### src/rtl/regfile_pkg.sv
// rtl/regfile_pkg.sv - shared constants and flat-bus unpack helper for regfile_mp
package regfile_pkg;

    localparam int RF_WIDTH  = 32;
    localparam int RF_DEPTH  = 32;
    localparam int RF_FLAT_W = 128;

    // Extract field k of width w from a flat bus, zero-extended to RF_FLAT_W.
    function automatic logic [RF_FLAT_W-1:0] rf_unpack(input logic [RF_FLAT_W-1:0] flat,
                                                       input int k, input int w);
        logic [RF_FLAT_W-1:0] mask;
        mask = (RF_FLAT_W'(1) << w) - RF_FLAT_W'(1);
        return (flat >> (k * w)) & mask;
    endfunction

endpackage

### src/rtl/regfile_mp_if.sv
// rtl/regfile_mp_if.sv - write, read, issue and write-notify signals of regfile_mp
interface regfile_mp_if
    import regfile_pkg::*;
#(
    parameter int WIDTH = RF_WIDTH,
    parameter int DEPTH = RF_DEPTH,
    parameter int NREAD = 2
);
    localparam int AW = $clog2(DEPTH);

    logic                   wr_en;
    logic [AW-1:0]          wr_addr;
    logic [WIDTH-1:0]       wr_data;
    logic [NREAD*AW-1:0]    rd_addr;
    logic [NREAD*WIDTH-1:0] rd_data;
    logic [NREAD-1:0]       rd_busy;
    logic                   iss_en;
    logic [AW-1:0]          iss_addr;
    logic [DEPTH-1:0]       wr_onehot;

    modport master (
        output wr_en, wr_addr, wr_data, rd_addr, iss_en, iss_addr,
        input  rd_data, rd_busy, wr_onehot
    );

    modport slave (
        input  wr_en, wr_addr, wr_data, rd_addr, iss_en, iss_addr,
        output rd_data, rd_busy, wr_onehot
    );

endinterface

### src/rtl/regfile_read_port.sv
// rtl/regfile_read_port.sv - one combinational read port with zero-reg, bypass and busy lookup
module regfile_read_port
    import regfile_pkg::*;
#(
    parameter int WIDTH    = RF_WIDTH,
    parameter int DEPTH    = RF_DEPTH,
    parameter int AW       = $clog2(DEPTH),
    parameter int ZERO_REG = 1,
    parameter int BYPASS   = 1
) (
    input  logic [WIDTH-1:0] mem_i [DEPTH],
    input  logic [DEPTH-1:0] busy_i,
    input  logic [AW-1:0]    rd_addr_i,
    input  logic             wr_ok_i,
    input  logic [AW-1:0]    wr_addr_i,
    input  logic [WIDTH-1:0] wr_data_i,
    output logic [WIDTH-1:0] rd_data_o,
    output logic             rd_busy_o
);

    logic hit;

    always_comb begin
        hit       = (BYPASS != 0) && wr_ok_i && (wr_addr_i == rd_addr_i);
        rd_data_o = mem_i[rd_addr_i];
        rd_busy_o = busy_i[rd_addr_i];
        // wr_ok_i is already low for register 0, so the zero override never races the bypass
        if ((ZERO_REG != 0) && (rd_addr_i == '0)) begin
            rd_data_o = '0;
            rd_busy_o = 1'b0;
        end else if (hit) begin
            rd_data_o = wr_data_i;
            rd_busy_o = 1'b0;
        end
    end

endmodule

### src/rtl/regfile_mp.sv
// rtl/regfile_mp.sv - multi-port register file with bypass and busy scoreboard
module regfile_mp
    import regfile_pkg::*;
#(
    parameter int WIDTH    = RF_WIDTH,
    parameter int DEPTH    = RF_DEPTH,
    parameter int AW       = $clog2(DEPTH),
    parameter int NREAD    = 2,
    parameter int ZERO_REG = 1,
    parameter int BYPASS   = 1
) (
    input  logic         clk,
    input  logic         rst_n,
    regfile_mp_if.slave  bus
);

    logic [WIDTH-1:0] mem_q [DEPTH];
    logic [DEPTH-1:0] busy_q;
    logic [DEPTH-1:0] busy_d;
    logic [DEPTH-1:0] onehot_q;
    logic [DEPTH-1:0] onehot_d;
    logic [DEPTH-1:0] iss_dec;
    logic             wr_ok;
    logic             iss_ok;

    always_comb begin
        wr_ok    = bus.wr_en  && !((ZERO_REG != 0) && (bus.wr_addr  == '0));
        iss_ok   = bus.iss_en && !((ZERO_REG != 0) && (bus.iss_addr == '0));
        onehot_d = wr_ok  ? (DEPTH'(1) << bus.wr_addr)  : '0;
        iss_dec  = iss_ok ? (DEPTH'(1) << bus.iss_addr) : '0;
        // a new producer issued alongside the writeback keeps the register busy
        busy_d   = (busy_q & ~onehot_d) | iss_dec;
    end

    always_ff @(posedge clk or negedge rst_n) begin
        if (!rst_n) begin
            for (int i = 0; i < DEPTH; i++) begin
                mem_q[i] <= '0;
            end
            busy_q   <= '0;
            onehot_q <= '0;
        end else begin
            for (int i = 0; i < DEPTH; i++) begin
                if (onehot_d[i]) begin
                    mem_q[i] <= bus.wr_data;
                end
            end
            busy_q   <= busy_d;
            onehot_q <= onehot_d;
        end
    end

    assign bus.wr_onehot = onehot_q;

    for (genvar k = 0; k < NREAD; k++) begin : g_rd
        logic [AW-1:0] ra;
        assign ra = AW'(rf_unpack(RF_FLAT_W'(bus.rd_addr), k, AW));

        regfile_read_port #(
            .WIDTH   (WIDTH),
            .DEPTH   (DEPTH),
            .AW      (AW),
            .ZERO_REG(ZERO_REG),
            .BYPASS  (BYPASS)
        ) u_port (
            .mem_i    (mem_q),
            .busy_i   (busy_q),
            .rd_addr_i(ra),
            .wr_ok_i  (wr_ok),
            .wr_addr_i(bus.wr_addr),
            .wr_data_i(bus.wr_data),
            .rd_data_o(bus.rd_data[k*WIDTH +: WIDTH]),
            .rd_busy_o(bus.rd_busy[k])
        );
    end

endmodule

### src/flat_wrapper.sv
// flat-port wrapper written by rule: the top's interface ports become plain ports
module regfile_mp_flat import regfile_pkg::*;
#(
    parameter int WIDTH    = RF_WIDTH,
    parameter int DEPTH    = RF_DEPTH,
    parameter int AW       = $clog2(DEPTH),
    parameter int NREAD    = 2,
    parameter int ZERO_REG = 1,
    parameter int BYPASS   = 1
)
  (clk, rst_n, bus_wr_en, bus_wr_addr, bus_wr_data, bus_rd_addr, bus_iss_en, bus_iss_addr, bus_rd_data, bus_rd_busy, bus_wr_onehot);
  regfile_mp_if #(.WIDTH(WIDTH), .DEPTH(DEPTH), .NREAD(NREAD)) bus_i ();
  input  logic clk;
  input  logic rst_n;
  input wire logic [$bits(bus_i.wr_en)-1:0] bus_wr_en;
  input wire logic [$bits(bus_i.wr_addr)-1:0] bus_wr_addr;
  input wire logic [$bits(bus_i.wr_data)-1:0] bus_wr_data;
  input wire logic [$bits(bus_i.rd_addr)-1:0] bus_rd_addr;
  input wire logic [$bits(bus_i.iss_en)-1:0] bus_iss_en;
  input wire logic [$bits(bus_i.iss_addr)-1:0] bus_iss_addr;
  output wire logic [$bits(bus_i.rd_data)-1:0] bus_rd_data;
  output wire logic [$bits(bus_i.rd_busy)-1:0] bus_rd_busy;
  output wire logic [$bits(bus_i.wr_onehot)-1:0] bus_wr_onehot;
  assign bus_i.wr_en = bus_wr_en;
  assign bus_i.wr_addr = bus_wr_addr;
  assign bus_i.wr_data = bus_wr_data;
  assign bus_i.rd_addr = bus_rd_addr;
  assign bus_i.iss_en = bus_iss_en;
  assign bus_i.iss_addr = bus_iss_addr;
  assign bus_rd_data = bus_i.rd_data;
  assign bus_rd_busy = bus_i.rd_busy;
  assign bus_wr_onehot = bus_i.wr_onehot;
  regfile_mp #(.WIDTH(WIDTH), .DEPTH(DEPTH), .AW(AW), .NREAD(NREAD), .ZERO_REG(ZERO_REG), .BYPASS(BYPASS)) u_core (.clk(clk), .rst_n(rst_n), .bus(bus_i));
endmodule
### config.mk
export PLATFORM = sky130hd
export DESIGN_NAME = regfile_mp_flat
export DESIGN_NICKNAME = d
export VERILOG_FILES = /design/src/rtl/regfile_pkg.sv /design/src/rtl/regfile_mp_if.sv /design/src/rtl/regfile_read_port.sv /design/src/rtl/regfile_mp.sv /design/src/flat_wrapper.sv
export SDC_FILE = /design/constraint.sdc
export NUM_CORES = 2
export LEC_CHECK = 0
export BUFFER_PORTS_ARGS = -buffer_cell sky130_fd_sc_hd__buf_2
export CORE_ASPECT_RATIO = 1.75
export CORE_MARGIN = 5
export CORE_UTILIZATION = 35
export DETAILED_ROUTE_END_ITERATION = 8
export GPL_ROUTABILITY_DRIVEN = 0
export PLACE_DENSITY = 0.6
export SLEW_MARGIN = 15
export SYNTH_ARGS = -nofsm -noshare
export SYNTH_HDL_FRONTEND = slang
export SYNTH_SLANG_ARGS = --single-unit
### constraint.sdc
create_clock -name clk -period 2.8 [get_ports clk]
set_clock_uncertainty 0.2 [all_clocks]
set_input_delay 0.42 -clock clk [delete_from_list [all_inputs] [get_ports clk]]
set_output_delay 0.42 -clock clk [all_outputs]
set_load 0.01 [all_outputs]
==> impl_metrics.csv <==
group,metric,value,unit
run_status,status,"finished with violations",
run_status,violations,"setup timing",
yosys,yosys.area.top_type,"dfrtp_1",
setup_path,crit_arrival,2.54,ns
yosys,synth_ff_type,"dfrtp_1",
yosys,synth_cell_type_count,64,
sta,tightest_slew,0.9137,ns
routing,wl_per_cell,31.26,microns
cells_and_area,fin_area,73050,sq um
clock_tree,h-tree-depth,3,
routing,totalWireLength,225.0,mm
pwr,power.leakage,32.73,nW
yosys,syn_inst,4493,
routing,drtIter0Drc,4067,
yosys,synthTopCellsByArea,"dfrtp_1 47%, mux4_2 16%, mux2_2 15%, nand2_1 4.4%, mux2i_1 3.7%",
flow_run,max_cap_violations,0,
sta,maxSlewViolCount,0,
setup_path,critical_path_peak_fanout,3,
sta,setup_ws,-0.3645,ns
cells_and_area,instances_no_fill,7197,
setup_path,cpMaxStageDelayCell,"mux4_2",
place,placed_area,65480,sq um
clock_tree,numCtsBuffers,97,
sta,setup_viol,66,
yosys,syn-num-nets,4549,
place,dp_cells,6891,
routing,routed_via_density,6.062,
setup_path,critPathLaunchType,"register",
yosys,avgSynthCellArea,12.88,sq um
setup_path,cp-end-kind,"output pin",
cells_and_area,layout-drive-gt1-share,50.54,%
floorplan,initial_utilization,35.19,%
clock_tree,cts_tree,"done",
routing,ant_nets,0,
floorplan,dieWidth,317.3,microns
yosys,synth_edf_count,0,
clock_tree,cts-root-buf,"clkbuf_16",
setup_path,crit_path_max_incr_delay,0.49,ns
floorplan,dieHeight,547.8,microns
yosys,async_flop_share,100.0,%
setup_path,cp_common_cell,"mux4_2",
clock_tree,clkTransAtPathRegs,0.07,ns
global_routing,antenna_found_initial,7,
floorplan,die_area,173800,sq um
sta,period_needed,3.164,ns
yosys,synth-seq-cells,1088,
global_routing,grt_pass1_wl,324.3,mm
clock_tree,cts_sinks,1088,
yosys,synth_area,57850,sq um
cells_and_area,area_delta_synth_final,26.27,%
cells_and_area,nFillCells,14780,
floorplan,rows,197,
sta,max_freq,316.0,MHz
yosys,ys_top_cells_by_count,"1,088 x dfrtp_1, 788 x mux2_2, 683 x nand2_1, 404 x mux4_2, 273 x clkbuf_1",
sta,finalSetupTns,-11.59,ns
cells_and_area,regArea,27230,sq um
sta,period_share,113.0,%
global_routing,grt_remaining_overflow,0,
global_routing,grt_max_degree,87,
yosys,ys_seq_area_share,47.06,%
routing,drc,0,
clock_tree,clk_latency,0.71,ns
floorplan,coreArea,164400,sq um
setup_path,critical_path.top_delay_family,"multiplexers",
cells_and_area,multi_input_area,30570,sq um
setup_path,path_cells,"mux4_2, mux4_2, a32o_2, buf_6",
yosys,synth_top_cell_area_share,47.06,%
sta,hold_viol,0,
clock_tree,cts_buffer_depth,3,
floorplan,pin_count,154,
global_routing,grt_pass1_vias,46230,
setup_path,path_class,"register to output pin",
routing,dr.pass1.iters,6,
pwr,p_per_area,649.0,nW/um^2
yosys,synth_warnings,0,
cells_and_area,fin_nets,4977,
sta,slew_headroom,38.83,%
routing,num_vias,43630,
setup_path,path_buf_inv,1,
setup_path,required,2.18,ns
sta,rsz0062_at_grt,"true",
place,port_buffers,153,
global_routing,grtUsageTotal,25.31,%
pwr,ir_drop,0.4466,mV
yosys,synth_most_common_cell,"dfrtp_1",
place,dpl.hpwl,149.2,mm
min_path,hp-class,"primary input to register",
## through the flow
stage                     total power, mW  utilization (%)  worst slack [ns]  hold WS (ns)
after floorplan                     27.03                -           0.09195      -0.07559
after global placement              30.48            39.83           -0.5055        0.1673
after detailed placement            30.91            39.83           -0.5327        0.1645
after CTS                           47.08            43.92           -0.4197      0.001609
after global routing                49.15            44.43           -0.4290       0.05498
final                               47.41            44.43           -0.3645       0.05026
## cell usage in the layout (no fill, tap or decap), types with 15 or more instances in the layout
cell type      instances
dfrtp_1             1088
mux2_2               786
nand2_1              649
mux4_2               404
buf_4                403
mux2i_1              214
buf_12               165
clkbuf_16            102
o22ai_1              100
buf_2                 99
buf_6                 85
o21ai_0               64
a221oi_2              41
a211o_1               41
nor3_2                36
nand2_2               33
o22ai_2               33
dlygate4sd3_1         27
a221o_1               26
nand2b_4              25
a221oi_1              24
mux2_1                24
nor3_1                22
inv_1                 21
a22oi_2               21
buf_16                21
or3_1                 19
clkbuf_8              19
bufinv_16             19
o21ai_2               17
a21oi_1               17
nand3_2               16
nor2_4                15
a22oi_1               15
clkbuf_1              15
clkinv_2              15
## tightest hold or removal path, delay by kind of cell
family	cells	cell delay (ns)
buffers and inverters	2	0.35
and+or+nand+nor	2	0.13
## power by group
part | internal, mW | total, mW | switching (mW)
sequential | 18.6 | 20.9 | 2.30
clock | 8.65 | 15.2 | 6.53
combinational | 6.34 | 11.3 | 5.00
## state kept, by name, summed over array words and instances (netlist names)
| signal | flops |
|---|---|
| u_core.bus.wr_onehot | 32 |
| u_core.busy_q | 32 |
| u_core.mem_q | 1024 |
## metal layers
| metal | global-route usage [%] | share of wire [%] | up-vias |
|---|---|---|---|
| met2 | 42.79 | 49 | 2305 |
| met1 | 28.43 | 34 | 22830 |
| met5 | 0 | 0.012 | - |
| met3 | 4.695 | 7.4 | 892 |
| met4 | 18.48 | 9.2 | 4 |
| li1 | - | - | 17600 |
## cell type report
cell class	count	share of cell area (%)
Tap cell	2189	3.749
Timing Repair Buffer	811	12.13
Multi-Input combinational cell	2894	41.84
Clock buffer	130	3.739
Clock inverter	50	1.098
Inverter	29	0.1490
Antenna cell	6	0.02055
Sequential cell	1088	37.27
## what timing repair did
item                                    CTS  global route
pin swaps                               189            66
hold buffers                             27             0
endpoints found under the hold margin   119             0
setup buffers                            79            14
resized for setup                       382           129
cloned                                    9             4
endpoints found under the setup margin   66            66
## cell families after synthesis
family | after synthesis | synth area share (%)
mux | 1432 | 35.27
buf+inv | 511 | 4.269
flops | 1088 | 47.06
other cells | 1 | 0.006482
simple gates | 926 | 6.843
xor+xnor | 10 | 0.1514
compound gates | 525 | 6.402
## final timing paths
path,start,end,slack (ns),cells past startpoint
max,u_core.busy_q[27]$_DFF_PN0_,bus_rd_busy[1],-0.36,4
max reg2reg,u_core.busy_q[11]$_DFF_PN0_,u_core.busy_q[11]$_DFF_PN0_,1.37,3
max in group asynchronous,rst_n,u_core.mem_q[976]$_DFFE_PN0P_,1.25,3
min,bus_wr_data[31],u_core.mem_q[319]$_DFFE_PN0P_,0.05,4
min in group asynchronous,rst_n,u_core.bus.wr_onehot[29]$_DFF_PN0_,0.11,2
min reg2reg,u_core.mem_q[1022]$_DFFE_PN0P_,u_core.mem_q[1022]$_DFFE_PN0P_,0.18,0
(Power assumes the default switching activity.)
